--- config.mk ---
export PLATFORM = sky130hd
export DESIGN_NAME = serial_alu_flat
export DESIGN_NICKNAME = d
export VERILOG_FILES = /design/src/rtl/alu_pkg.sv /design/src/rtl/serial_alu_if.sv /design/src/rtl/serial_branch_unit.sv /design/src/rtl/serial_alu.sv /design/src/flat_wrapper.sv
export SDC_FILE = /design/constraint.sdc
export NUM_CORES = 1
export LEC_CHECK = 0
export BUFFER_PORTS_ARGS = -buffer_cell sky130_fd_sc_hd__clkbuf_2
export CELL_PAD_IN_SITES_DETAIL_PLACEMENT = 0
export CELL_PAD_IN_SITES_GLOBAL_PLACEMENT = 1
export CORE_AREA = 2 2 39 41
export CTS_BUF_LIST = sky130_fd_sc_hd__clkbuf_8
export CTS_CLUSTER_SIZE = 40
export DETAILED_ROUTE_END_ITERATION = 16
export DIE_AREA = 0 0 41 43
export PLACE_DENSITY = 0.58
export REMOVE_ABC_BUFFERS = 1
export SLEW_MARGIN = 0
export SYNTH_ARGS = -nofsm -noshare
export SYNTH_HDL_FRONTEND = slang
export SYNTH_SLANG_ARGS = --single-unit
--- constraint.sdc ---
create_clock -name clk -period 3.23 [get_ports clk]
set_input_delay 0.323 -clock clk [delete_from_list [all_inputs] [get_ports clk]]
set_output_delay 0.323 -clock clk [all_outputs]
set_load 0.05 [all_outputs]
--- src/rtl/alu_pkg.sv ---
// Shared encodings for the bit-serial ALU and its branch-resolution unit.
// The func and bru_func values match the control unit's decode.
package alu_pkg;

   typedef enum logic [3:0] {
      ALU_ADD  = 4'b0000,
      ALU_SUB  = 4'b1000,
      ALU_SLT  = 4'b0010,
      ALU_SLTU = 4'b0011,
      ALU_XOR  = 4'b0100,
      ALU_OR   = 4'b0110,
      ALU_AND  = 4'b0111
   } alu_func_e;

   typedef enum logic [1:0] {
      BR_EQ = 2'b00,
      BR_NE = 2'b01,
      BR_LT = 2'b10,
      BR_GE = 2'b11
   } bru_func_e;

   // Subtract-style ops invert operand B and rely on carry_in at bit 0.
   function automatic logic is_sub_op(input logic [3:0] func);
      return (func == ALU_SUB) || (func == ALU_SLT) || (func == ALU_SLTU);
   endfunction

endpackage

--- src/rtl/serial_alu_if.sv ---
// Per-bit operand/result bundle between the control unit (master) and the
// bit-serial ALU (slave).
interface serial_alu_if;
   logic [3:0] func;
   logic [1:0] bru_func;
   logic       opA;
   logic       opB;
   logic       carry_in;
   logic       result;
   logic       slt;
   logic       branch;

   modport master (
      output func, bru_func, opA, opB, carry_in,
      input  result, slt, branch
   );

   modport slave (
      input  func, bru_func, opA, opB, carry_in,
      output result, slt, branch
   );
endinterface

--- src/rtl/serial_branch_unit.sv ---
// Zero-detect accumulator and branch decision for the bit-serial ALU.
// Branch is valid on the bit-31 cycle, once every sum bit has been seen.
module serial_branch_unit
   import alu_pkg::*;
(
   input  logic       clk,
   input  logic       rst,
   input  logic       sum,
   input  logic       slt,
   input  logic [1:0] bru_func,
   output logic       branch
);

   logic nz_q;
   logic nz;

   // Include the current bit so EQ/NE already reflect bit 31 on its own cycle.
   assign nz = nz_q | sum;

   // NOTE: sequential state uses non-blocking assignments so every flop samples pre-edge values.
   always_ff @(posedge clk) begin
      if (rst) nz_q <= 1'b0;
      else     nz_q <= nz;
   end

   // NOTE: default assignment first so no path through the case leaves branch unassigned (no latch).
   always_comb begin
      branch = 1'b0;
      case (bru_func)
         BR_EQ:   branch = ~nz;
         BR_NE:   branch = nz;
         BR_LT:   branch = slt;
         BR_GE:   branch = ~slt;
         default: branch = 1'b0;
      endcase
   end

endmodule

--- src/rtl/serial_alu.sv ---
// Bit-serial ALU core: one operand bit pair per clock, LSB first, with
// carry state between bits and an attached branch-resolution unit.
module serial_alu
   import alu_pkg::*;
(
   input  logic         clk,
   input  logic         rst,
   serial_alu_if.slave  bus
);

   logic sub;
   logic bi;
   logic c;
   logic sum;
   logic cout;
   logic carry_q;
   logic result_d;
   logic slt_d;

   assign sub  = is_sub_op(bus.func);
   assign bi   = bus.opB ^ sub;
   // carry_in still applies during a reset cycle; only the stored carry is cleared.
   assign c    = carry_q | bus.carry_in;
   assign sum  = bus.opA ^ bi ^ c;
   assign cout = (bus.opA & bi) | (bus.opA & c) | (bi & c);

   always_ff @(posedge clk) begin
      if (rst) carry_q <= 1'b0;
      else     carry_q <= cout;
   end

   always_comb begin
      result_d = bus.opA;
      case (bus.func)
         ALU_ADD, ALU_SUB, ALU_SLT, ALU_SLTU: result_d = sum;
         ALU_XOR:                            result_d = bus.opA ^ bus.opB;
         ALU_OR:                             result_d = bus.opA | bus.opB;
         ALU_AND:                            result_d = bus.opA & bus.opB;
         default:                            result_d = bus.opA;
      endcase
   end

   // On the MSB cycle: unsigned compare is the borrow, signed compare uses the
   // operand signs when they differ and the difference sign otherwise.
   always_comb begin
      if (bus.func == ALU_SLTU) slt_d = ~cout;
      else                      slt_d = (bus.opA ^ bus.opB) ? bus.opA : sum;
   end

   assign bus.result = result_d;
   assign bus.slt    = slt_d;

   serial_branch_unit u_branch (
      .clk      (clk),
      .rst      (rst),
      .sum      (sum),
      .slt      (slt_d),
      .bru_func (bus.bru_func),
      .branch   (bus.branch)
   );

endmodule

--- src/flat_wrapper.sv ---
// flat-port wrapper written by rule: the top's interface ports become plain ports
module serial_alu_flat import alu_pkg::*;
  (clk, rst, bus_func, bus_bru_func, bus_opA, bus_opB, bus_carry_in, bus_result, bus_slt, bus_branch);
  serial_alu_if bus_i ();
  input  logic clk;
  input  logic rst;
  input wire logic [$bits(bus_i.func)-1:0] bus_func;
  input wire logic [$bits(bus_i.bru_func)-1:0] bus_bru_func;
  input wire logic [$bits(bus_i.opA)-1:0] bus_opA;
  input wire logic [$bits(bus_i.opB)-1:0] bus_opB;
  input wire logic [$bits(bus_i.carry_in)-1:0] bus_carry_in;
  output wire logic [$bits(bus_i.result)-1:0] bus_result;
  output wire logic [$bits(bus_i.slt)-1:0] bus_slt;
  output wire logic [$bits(bus_i.branch)-1:0] bus_branch;
  assign bus_i.func = bus_func;
  assign bus_i.bru_func = bus_bru_func;
  assign bus_i.opA = bus_opA;
  assign bus_i.opB = bus_opB;
  assign bus_i.carry_in = bus_carry_in;
  assign bus_result = bus_i.result;
  assign bus_slt = bus_i.slt;
  assign bus_branch = bus_i.branch;
  serial_alu u_core (.clk(clk), .rst(rst), .bus(bus_i));
endmodule
==> summary.txt, run 1 <==
Timing
  • Clock Skew: 0.000474 ns
  • Slew headroom: 81.6%
  • Post-layout minimum cycle time: 2.71 ns
  • Setup_tns: 0 ns
  • Unrepaired setup endpoints after global routing: false
  • Max Freq: 0.369 GHz
  • Final Hold Viols: 0
  • Worst-margin pin slew: 0.277 ns
  • Hold Slack: 0.281 ns
  • Final setup fails: 0
  • Crit share post-route: 83.9%
  • Max Slew Vio Count: 0

CTS
  • Clk Latency, worst-skew pair: 0.21 ns
  • Htree depth: 1
  • Post_cts resized: 0
  • CTS Sinks: 2
  • CTS Buffer Depth: 2
  • CTS buffer count: 3
  • CTS tree: done
  • Setup bufs post-CTS: 0
  • Clock slew at reported path FFs: 0.03 ns
  • Cts hold-fix bufs: 0
  • CTS Root Cell: clkbuf_8

Setup path
  • Cell class contributing the biggest share of worst-path delay: adder cells
  • Required time of the worst setup path: 2.91 ns
  • Reg2Reg Depth: 3
  • Critical Path AT: 2.39 ns
  • Reg2reg end: u_core.u_branch.nz_q
  • Worst-path cell chain: clkbuf_2, nor2_1, mux2i_1, nor2_1, xnor2_1, fa_1, nor2_1, a211o_1, a31oi_1, xnor2_1, clkbuf_2
  • Worst path slowest cell: fa_1
  • CP endpoint kind: primary output
  • Crit path buffers/inverters: 2
  • Reg2Reg Setup Slack: 2.13 ns
  • CP max FO: 6
  • Setup CP Type: input pin to primary output
  • Most used cell along the critical path: nor2_1
  • Critical path launch point type: input pin
  • Reg2Reg Launch Point: u_core.carry_q
  • Slowest cell delay on critical path: 0.59 ns

Die
  • Core area: 0.00138 sq mm
  • DIE HEIGHT: 43 um
  • Io pins: 14
  • Die area: 0.00176 sq mm
  • Die width: 41 um
  • Core Rows: 14
  • Starting density of the core: 18.5%

Logic synthesis
  • Post-synthesis mux area share: 11.7%
  • Post-synthesis sequential area ratio: 15.6%
  • Mean area per synthesized cell: 8.02 sq um
  • Largest family of logic cells by synthesized area: simple AND/OR/NAND/NOR gates
  • Number of synthesized flops with an enable pin: 0
  • Syn Inst Count: 32
  • Top FF cell, synth: dfxtp_1
  • XOR/XNOR share of the synthesized area: 6.83%
  • Synth warn: 0
  • Cell variety after synth: 18
  • Synth Area in Compound Gates: 15.6%
  • Synth Area in Adders: 17.6%
  • FF+latch count, synth: 2
  • Cell area after synthesis: 256 sq um
  • Fraction of registers with async set/reset: 0%
  • Synth Area in Simple Gates: 26.8%

GRT
  • GRT Total Usage: 8.53%
  • Number of global-route vias before repair: 253
  • Largest net degree at the start of global routing: 7
  • Initial antenna violation count: 0
  • Grt ovf: 0
  • First-pass GRT wire length: 979 um

Route
  • Via-to-Cell Ratio: 4.20
  • DR vias: 269
  • DR iter-0 viols: 2
  • WL/cell: 9.03 um
  • Drt total wl: 578 um
  • DRC viols: 0
  • Initial DRT Pass Iterations: 2
  • Post-DRT Antenna Nets: 0

Power
  • Internal: 0.000135 W
  • Clk pwr share: 46.9%
  • Peak supply drop: 0.253 mV
  • Design Power: 0.000205 W
  • P_sw: 0.0000701 W
  • Seq pwr share: 14.2%
  • Leakage: 0.198 nW
  • Combinational power share: 38.9%
  • Power per cell area: 537 mW/mm^2
  • Switching Fraction: 34.1%

Hold path
  • Hold Path Class: input pin to register
  • Hold-critical path depth: 2
  • Hold path start: rst
  • Worst Hold Path EP: u_core.carry_q

Final layout
  • Area growth syn-to-layout: 49.3%
  • Area used by multi-input combinational logic: 201 sq um
  • Antenna Cells: 0
  • Register area: 40.0 sq um
  • Share of cells above drive strength 1: 35.4%
  • # fillers: 146
  • Fin nets: 64

Place
  • Global placer's final weighted congestion: 0.598
  • Input/output buffers: 13
  • DP HPWL: 462 um

Job
  • Max_cap viols: 0

Status
  • Run status: completed
power by group through the flow:
stage          clock network [W]  registers, W   logic, W
6_report               0.0000964     0.0000291  0.0000799
5_1_grt                 0.000103     0.0000294  0.0000879
4_1_cts                 0.000100     0.0000291  0.0000811
3_5_place_dp                   0     0.0000294  0.0000807
3_3_place_gp                   0     0.0000296  0.0000814
2_1_floorplan                  0     0.0000293  0.0000590
kinds of logic after synthesis:
kind of cell               count (synthesis)
and+or+nand+nor                           12
DFF                                        2
xor gates and xnor gates                   2
adders and majority gates                  3
AOI/OAI and AO/OA                          6
buffers and inverters                      4
muxes                                      3
cells in the mapped netlist, types with 2 or more instances:
| master | instances | area [sq um] |
|---|---|---|
| a211o_1 | 2 | 17.5 |
| inv_1 | 4 | 15.0 |
| xnor2_1 | 2 | 17.5 |
| dfxtp_1 | 2 | 40.0 |
| nor2_1 | 5 | 18.8 |
| a31oi_1 | 2 | 12.5 |
| mux2i_1 | 3 | 30.0 |
| ha_1 | 2 | 25.0 |
stage by stage:
stage	worst slack [ns]	instance area (sq um)	util [%]	instances
global route	0.369	383	27.7	64
CTS	0.497	383	27.7	64
detailed placement	0.501	342	24.7	61
finish	0.521	383	27.7	64
floorplan	0.567	256	-	32
global placement	0.511	342	24.7	61
placed cells by master, fill, tap and decap left out:
master / synthesis / routed
nand3b_1: 1 / 1
inv_1: 4 / 4
nor2_1: 5 / 5
clkbuf_2: 0 / 13
clkbuf_8: 0 / 3
nand2_1: 1 / 1
a31oi_1: 2 / 2
mux2i_1: 3 / 3
and2_2: 1 / 1
a21oi_1: 1 / 1
dfxtp_1: 2 / 2
nor3_1: 1 / 1
xnor2_1: 2 / 2
fa_1: 1 / 1
a211o_1: 2 / 2
o21ai_0: 1 / 1
and4bb_1: 1 / 1
ha_1: 2 / 2
nand2b_1: 1 / 1
nor3b_1: 1 / 1
sequential cells by signal (all words and copies together) (netlist names):
signal	flops
u_core.carry_q	1
u_core.u_branch.nz_q	1
cell type report:
cell class	count	area share, %
Timing Repair Buffer	13	17.0
Clock buffer	3	10.8
Tap cell	16	5.23
Sequential cell	2	10.5
Inverter	4	3.92
Multi-Input combinational cell	26	52.6
worst max path at each step:
stage / depth (start not counted) / slack, ns / startpoint / to
after floorplan: 9 / 0.57 / bus_func[1] / bus_branch
after global placement: 11 / 0.51 / bus_func[1] / bus_branch
after detailed placement: 11 / 0.50 / bus_func[1] / bus_branch
after CTS: 11 / 0.50 / bus_func[1] / bus_branch
after global routing: 11 / 0.37 / bus_func[1] / bus_branch
final: 11 / 0.52 / bus_func[1] / bus_branch
worst reg2reg max path, cell delays in order, from the launching register on:
cell and delay, ns:
dfxtp_1 0.28, nor2_1 0.10, fa_1 0.48, a21oi_1 0.16
routing by layer:
| metal | up-vias | part of all wire (%) | global-route usage (%) |
|---|---|---|---|
| li1 | 143 | - | - |
| met1 | 116 | 50 | 10.9 |
| met2 | 10 | 40 | 10.9 |
| met3 | 0 | 9.7 | 2.09 |
| met4 | 0 | 0 | 8.00 |
| met5 | - | 0 | 0 |
No activity file was read; power rests on OpenSTA's default activity.
==> run 2: changes to the inputs <==
==> constraint.sdc (replaced) <==
create_clock -name clk -period 2.8 [get_ports clk]
set_input_delay 0.28 -clock clk [delete_from_list [all_inputs] [get_ports clk]]
set_output_delay 0.28 -clock clk [all_outputs]
set_load 0.05 [all_outputs]
==> run 2 against run 1 <==
Compared with the run above:
- first-iteration DRC count did not move
- clock-buffer cell count unchanged
- wire length down 0.52%
- setup slack got worse by 0.31 ns
- power increased by 15%
- combinational power increased by 15%
- die area is the same
- sequential cell count unchanged
- via count up 0.74%
- non-clock buffer count stayed put
- critical endpoint unchanged
- highest routed layer unchanged
==> summary.txt, run 2 (synthesized netlist as in run 1, its figures left out) <==
Hold path
  • Hold Path Class: input pin to register

Setup path
  • Origin of the worst setup path: bus_func[1]
  • Worst-path cell chain: clkbuf_2, nor2_1, mux2i_1, nor2_1, xnor2_1, fa_1, nor2_1, a211o_1, a31oi_1, xnor2_1, clkbuf_2
  • Worst Setup EP: bus_branch
  • Required time of the worst setup path: 2.52 ns (-0.39 ns)
  • Reg2Reg Setup Slack: 1.70 ns (-0.43 ns)
  • Setup CP Type: input pin to primary output
  • Reg2reg end: u_core.u_branch.nz_q
  • Critical Path AT: 2.31 ns (-0.08 ns)
  • Crit. path cell count: 11 (unchanged)
  • Reg2Reg Depth: 3 (unchanged)
  • Crit path buffers/inverters: 2 (unchanged)
  • Most used cell along the critical path: nor2_1
  • Worst path slowest cell: fa_1
  • Critical path launch point type: input pin
  • Cell class contributing the biggest share of worst-path delay: adder cells
  • Slowest cell delay on critical path: 0.58 ns (about the same)
  • CP endpoint kind: primary output
  • Reg2Reg Launch Point: u_core.carry_q
  • CP max FO: 6 (unchanged)

GRT
  • GRT Total Usage: 8.12% (-0.42 points)
  • Largest net degree at the start of global routing: 7 (unchanged)
  • First-pass GRT wire length: 945 um (-3.5%)
  • Number of global-route vias before repair: 234 (-7.5%)
  • Met1 GRT Util: 10.2% (-0.71 points)
  • Gr busiest metal: met2
  • GRT met2 Usage: 11.3% (+0.31 points)
  • GR Layer Usage met3: 2.09% (unchanged)
  • Initial antenna violation count: 0 (unchanged)
  • Grt ovf: 0 (unchanged)

Timing
  • Final Hold Viols: 0 (unchanged)
  • Clock Skew: 0.000345 ns (-0.000129 ns)
  • Setup_tns: 0 ns (unchanged)
  • Unrepaired setup endpoints after global routing: false
  • Post-layout minimum cycle time: 2.59 ns
  • Worst-margin pin slew: 0.276 ns (-0.00157 ns)
  • Crit share post-route: 92.6%
  • PnR worst setup slack: 0.206 ns (-0.315 ns)
  • Slew headroom: 81.7% (+0.10 points)
  • Max Freq: 0.385 GHz
  • Final setup fails: 0 (unchanged)
  • Max Slew Vio Count: 0 (unchanged)

Die
  • Core area: 0.00138 sq mm (unchanged)
  • Die area: 0.00176 sq mm (unchanged)
  • Starting density of the core: 18.5% (unchanged)
  • Io pins: 14 (unchanged)
  • DIE HEIGHT: 43 um (unchanged)
  • Die width: 41 um (unchanged)
  • Core Rows: 14 (unchanged)

Power
  • Internal: 0.000156 W (+15%)
  • Peak supply drop: 0.221 mV (-13%)
  • Clk pwr share: 47.0% (about the same)
  • Power per cell area: 619 mW/mm^2 (+15%)
  • Leakage: 0.198 nW (unchanged)
  • Seq pwr share: 14.2% (about the same)
  • Combinational power share: 38.7% (-0.2 points)
  • P_sw: 0.0000807 W (+15%)
  • Switching Fraction: 34.1% (-0.066 points)

Place
  • Input/output buffers: 13 (unchanged)
  • Global placer's final weighted congestion: 0.574 (-4.0%)
  • Pre-CTS WS: 0.193 ns (-0.308 ns)
  • DP HPWL: 473 um (+2.4%)

CTS
  • CTS Sinks: 2 (unchanged)
  • Clock slew at reported path FFs: 0.03 ns (about the same)
  • Cts hold-fix bufs: 0 (unchanged)
  • Clk Latency, worst-skew pair: 0.21 ns (about the same)
  • Htree depth: 1 (unchanged)
  • CTS buffer count: 3 (unchanged)
  • Post_cts resized: 0 (unchanged)
  • CTS tree: done
  • CTS Root Cell: clkbuf_8
  • CTS Buffer Depth: 2 (unchanged)
  • Setup bufs post-CTS: 0 (unchanged)

Final layout
  • Area growth syn-to-layout: 49.3% (unchanged)
  • Fin nets: 64 (unchanged)
  • Antenna Cells: 0 (unchanged)
  • Register area: 40.0 sq um (unchanged)
  • # fillers: 156 (+6.8%)
  • Most frequent cells in the layout: clkbuf_2 (13), nor2_1 (5), inv_1 (4)
  • Share of cells above drive strength 1: 35.4% (unchanged)
  • Commonest non-fill, non-tap cell in the layout: clkbuf_2
  • Area used by multi-input combinational logic: 201 sq um (unchanged)
  • Largest registers: u_core.carry_q (1), u_core.u_branch.nz_q (1)

Route
  • Drt total wl: 575 um (-0.52%)
  • DR iter-0 viols: 2 (unchanged)
  • DRC viols: 0 (unchanged)
  • Post-DRT Antenna Nets: 0 (unchanged)
  • WL/cell: 8.98 um (-0.52%)
  • DR vias: 271 (+0.74%)
  • Via-to-Cell Ratio: 4.23 (+0.74%)
  • Initial DRT Pass Iterations: 2 (unchanged)

Status
  • Run status: completed

Job
  • Max_cap viols: 0 (unchanged)
==> run 2: cell counts in the layout (fill, tap and decap cells not counted) <==
No cell type changed its count.
==> run 2: routing by layer <==
metal	wire length, um	part of all wire [%]	vias to the layer above
li1	-	-	144
met2	255	44	10
met1	266	46	117
met4	0	0	0
met3	53	9.2	0
met5	0	0	-
==> run 2: final cells by class <==
class	instances	area share [%]
Clock buffer	3	10.8
Sequential cell	2	10.5
Inverter	4	3.92
Multi-Input combinational cell	26	52.6
Tap cell	16	5.23
Timing Repair Buffer	13	17.0
==> run 2: worst min-delay path by stage <==
stage	from	end	slack (ns)	cells past startpoint
after detailed placement	u_core.u_branch.nz_q	u_core.u_branch.nz_q	0.44	2
after CTS	rst	u_core.carry_q	0.23	2
after floorplan	rst	u_core.carry_q	0.35	1
final	rst	u_core.carry_q	0.24	2
after global placement	u_core.u_branch.nz_q	u_core.u_branch.nz_q	0.44	2
after global routing	rst	u_core.carry_q	0.25	2
==> run 2: stage by stage <==
stage	cells	total power (W)	hold slack, ns	instance area, sq um	util, %
finish	64	0.000237	0.236	383	27.7
global route	64	0.000255	0.248	383	27.7
CTS	64	0.000243	0.233	383	27.7
detailed placement	61	0.000127	0.437	342	24.7
global placement	61	0.000127	0.437	342	24.7
floorplan	32	0.000102	0.347	256	-
==> run 2: power by group through the flow <==
stage	clock, W	sequential (W)	combinational (W)
2_1_floorplan	0	0.0000338	0.0000680
3_3_place_gp	0	0.0000341	0.0000932
3_5_place_dp	0	0.0000341	0.0000930
4_1_cts	0.000116	0.0000338	0.0000935
5_1_grt	0.000119	0.0000342	0.000102
6_report	0.000111	0.0000337	0.0000918
